$ cat src/rtl/mult_accum.sv
// mult_accum: accumulates a programmed number of PW-bit products into an AW-bit sum.
// Build option SATURATE_EN: clamp acc at 2^AW-1 on carry instead of wrapping.
module mult_accum #(
    parameter int PW = 4,
    parameter int AW = 8,
    parameter int LW = 4
) (
    input  logic          clk,
    input  logic          rst,
    input  logic          start_i,
    input  logic [LW-1:0] len_i,
    input  logic          prod_valid_i,
    input  logic [PW-1:0] prod_i,
    output logic          prod_ready_o,
    output logic [AW-1:0] acc_o,
    output logic          done_o,
    output logic          busy_o,
    output logic          ovf_o
);
    typedef enum logic [1:0] {IDLE, ACC, DONE} state_t;
    state_t        state_q, state_d;
    logic [LW-1:0] cnt_q, cnt_d;
    logic [AW-1:0] acc_q, acc_d;
    logic          ovf_q, ovf_d;
    logic [AW:0]   sum;
    logic          hs;
    assign sum = {1'b0, acc_q} + {{(AW + 1 - PW){1'b0}}, prod_i};
    assign hs  = prod_valid_i && (state_q == ACC);
    always_ff @(posedge clk or posedge rst) begin
        if (rst) begin
            state_q <= IDLE;
            cnt_q   <= '0;
            acc_q   <= '0;
            ovf_q   <= 1'b0;
        end else begin
            state_q <= state_d;
            cnt_q   <= cnt_d;
            acc_q   <= acc_d;
            ovf_q   <= ovf_d;
        end
    end
    always_comb begin
        state_d = state_q;
        cnt_d   = cnt_q;
        acc_d   = acc_q;
        ovf_d   = ovf_q;
        case (state_q)
            IDLE: if (start_i) begin
                cnt_d   = len_i;
                acc_d   = '0;
                ovf_d   = 1'b0;
                state_d = (len_i != '0) ? ACC : DONE;
            end
            ACC: if (hs) begin
                cnt_d   = cnt_q - 1'b1;
                ovf_d   = ovf_q | sum[AW];
`ifdef SATURATE_EN
                // once clamped, any further add carries again, so acc stays at max
                acc_d   = sum[AW] ? '1 : sum[AW-1:0];
`else
                acc_d   = sum[AW-1:0];
`endif
                state_d = (cnt_q == LW'(1)) ? DONE : ACC;
            end
            DONE: state_d = IDLE;
            default: state_d = IDLE;
        endcase
    end
    assign prod_ready_o = (state_q == ACC);
    assign done_o       = (state_q == DONE);
    assign busy_o       = (state_q != IDLE);
    assign acc_o        = acc_q;
    assign ovf_o        = ovf_q;
endmodule

$ cat config.mk
export PLATFORM = sky130hd
export DESIGN_NAME = mult_accum
export DESIGN_NICKNAME = d
export VERILOG_FILES = /design/src/rtl/mult_accum.sv
export SDC_FILE = /design/constraint.sdc
export NUM_CORES = 1
export LEC_CHECK = 0
export CORE_MARGIN = 2
export CORE_UTILIZATION = 35
export DETAILED_ROUTE_END_ITERATION = 7
export PLACE_DENSITY = 0.59
export SLEW_MARGIN = 30
export SYNTH_ARGS = -nofsm -noshare
export SYNTH_HDL_FRONTEND = slang
export SYNTH_SLANG_ARGS = --single-unit
$ cat constraint.sdc
create_clock -name clk -period 1.8 [get_ports clk]
set_clock_uncertainty 0.15 [all_clocks]
set_input_delay 0.54 -clock clk [delete_from_list [all_inputs] [get_ports clk]]
set_output_delay 0.54 -clock clk [all_outputs]
set_load 0.1 [all_outputs]
==> results.json <==
{
  "status": "finished with violations",
  "failed_checks": "setup timing",
  "fmax_mhz": 515,
  "r2r_cells": 6,
  "power_density_nw_per_um2": 1780,
  "power_mw": 2.98,
  "netlist_area_um2": 908,
  "grt_pass1_vias": 943,
  "die_h_um": 54.9,
  "irDropWorstVdd_mv": 1.56,
  "power_leakage_nw": 0.742,
  "initial_utilization_pct": 36.7,
  "core_area_um2": 2480,
  "postRouteAntennaNets": 0,
  "worstPathRequired_ns": 1.11,
  "yosys_warnings": 0,
  "tightest_slew_ns": 0.284,
  "grt_max_degree": 16,
  "grt_pass1_wl_mm": 3.84,
  "gp_congestion": 0.831,
  "critPathKind": "register to output pin",
  "hold_buffers": 0,
  "clk_path_buf_depth": 2,
  "synth_area_per_cell_um2": 9.27,
  "cts_buffers": 3,
  "hold_class": "register to register",
  "grt_usage_pct": 18.4,
  "layout_setup_ws_ns": -0.143,
  "place.port_buffers": 23,
  "fp.dieArea_um2": 3020,
  "seq_area_frac_synth_pct": 41.3,
  "synth-main-ff-cell": "dfrtp_1",
  "crit_path_cell_trace": "or2b_1 > clkinv_2 > buf_12",
  "grt-ovfl-total": 0,
  "critical_path.top_delay_family": "flip-flops",
  "grt_busiest_layer": "met2",
  "layout.nets": 173,
  "place_area_um2": 1500,
  "hold_depth": 2,
  "finalSetupViolations": 8,
  "fin_crit_sh_pct": 108,
  "cts_tree": "yes",
  "cp-start-kind": "register",
  "slew_headroom_pct": 80.9,
  "maxCapViolCount": 0,
  "diodes": 0,
  "use_met3_pct": 4.84,
  "syn2layout_area_growth_pct": 85.0,
  "detail_route.vias_per_cell": 5.07,
  "clock_latency_ns": 0.28,
  "finalWirelength_mm": 2.43,
  "hold_ws_ns": 0.371,
  "h-tree-depth": 1,
  "rsz0062_at_grt": "yes",
  "cts.clk_slew.worst_paths_ns": 0.09,
  "root_buffer": "clkbuf_4",
  "synthCells": 98,
  "min-delay-start": "cnt_q[1]",
  "synth_edf_count": 0,
  "fin_crit_ns": 1.94,
  "ys_ff_latch": 15,
  "drt-initial-drc-count": 17,
  "grt_use_met2_pct": 34.3,
  "synth_nets": 117,
  "path_buf_inv": 2,
  "drive_gt1_share_pct": 45.1,
  "wl_per_cell_um": 13.3,
  "cpPeakStageDelay_ns": 0.42,
  "async_flop_share_pct": 100,
  "synth_cell_types": 33,
  "antenna_found_initial": 0,
  "dpl.hpwl_mm": 1.83,
  "startpoint": "state_q[1]",
  "die_w_um": 54.9,
  "final_cell_area_um2": 1680,
  "drc": 0,
  "cp_max_fo": 4,
  "cp_num_cells": 3,
  "critPathCaptureType": "output pin",
  "drtPass1Iterations": 4,
  "reg2reg_from": "acc_o[0]",
  "rows": 18,
  "gr-usage-met1_pct": 20.5,
  "boundaryPins": 24,
  "slowest_stage": "dfrtp_1",
  "report.final.slew_viol_count": 0,
  "hold_viol": 0,
  "tns_ns": -0.769,
  "clock_sinks": 15,
  "arrival_ns": 1.25,
  "vias": 927
}
[metrics by stage]
stage / utilization [%] / cells / worst slack (ns)
global placement: 60.4 / 167 / -0.584
floorplan: - / 98 / -0.197
finish: 67.8 / 183 / -0.143
global route: 67.8 / 183 / -0.201
CTS: 65.0 / 181 / -0.149
detailed placement: 60.4 / 167 / -0.624
[final timing paths]
check	end	slack, ns
max	prod_ready_o	-0.14
min	cnt_q[1]	0.37
max reg2reg	ovf_o	-0.14
min reg2reg	cnt_q[1]	0.37
max in group asynchronous	acc_o[0]	0.89
min in group asynchronous	ovf_o	0.40
[power by group]
group	switching (mW)	internal, mW
logic	1.18	0.971
clock network	0.110	0.0861
registers	0.154	0.486
total	1.44	1.54
[final cells by class]
cell class              instances  area [µm²]
inverters                       7        27.5
repair buffers                 53         594
well taps                      30        37.5
clock buffers                   4        26.3
multi-input cells              74         603
flip-flops and latches         15         392
fillers                       208         797
[cells in the final DEF (no fill, tap or decap), types with 2 or more instances in the layout]
cell and n:
o21ai_0 6, nor2_1 6, ha_1 2, buf_4 24, nor4_1 2, inv_1 6, o31ai_1 2, o31ai_2 2
a21oi_1 5, and2_1 2, ha_4 4, a21o_1 2, or4_4 2, a21oi_4 2, nand3_1 3, dfrtp_1 10
o21a_1 2, clkbuf_4 3, buf_12 12, nor3_1 2, a32o_1 2, nand2_1 9, buf_6 6, clkdlybuf4s50_1 5
dfrtp_4 4, dlygate4sd2_1 4, a21oi_2 2
[sequential cells by signal, indices dropped and copies added (netlist names)]
register,cells
acc_o,8
cnt_q,4
ovf_o,1
state_q,2
[logic make-up (layout without fill, tap and decap cells)]
| group | after synthesis | count (layout) | synth area share (%) |
|---|---|---|---|
| compound gates | 31 | 31 | 21.9 |
| simple gates | 33 | 33 | 18.7 |
| flops | 15 | 15 | 41.3 |
| mux | 1 | 1 | 1.10 |
| fa+ha+maj | 7 | 7 | 10.5 |
| xor+xnor | 2 | 2 | 1.93 |
| buf+inv | 9 | 64 | 4.54 |
[Yosys cell counts, types with 2 or more instances]
master | n | area share [%]
or4_1 | 3 | 2.5
o21a_1 | 2 | 1.7
nand2_1 | 9 | 3.7
o21ai_0 | 7 | 3.9
ha_1 | 6 | 8.3
and2_1 | 2 | 1.4
a21oi_1 | 9 | 5.0
o31ai_1 | 4 | 3.3
inv_1 | 6 | 2.5
nor4_1 | 2 | 1.4
a21o_1 | 2 | 1.7
nor2_1 | 7 | 2.9
a32o_1 | 2 | 2.2
nand3_1 | 3 | 1.7
nor3_1 | 2 | 1.1
dfrtp_1 | 15 | 41
[per-layer routing]
| layer | up-vias | wire, µm | share of wire, % |
|---|---|---|---|
| met5 | - | 0 | 0 |
| met4 | 0 | 19 | 0.78 |
| met3 | 2 | 104 | 4.3 |
| met2 | 19 | 1290 | 53 |
| met1 | 442 | 1020 | 42 |
| li1 | 464 | - | - |
[timing repair]
action | CTS | global route
setup buffers | 11 | 3
resized for setup | 13 | 14
endpoints found under the setup margin | 13 | 15
pin swaps | 12 | 10
[worst register-to-register path, cell delays in order, from the launching register on]
cell	delay (ns)
dfrtp_4	0.50
ha_4	0.18
fa_2	0.35
a21o_1	0.22
a21oi_4	0.19
nor4_1	0.08
o21a_1	0.16
Power figures use the tool's default switching activity.
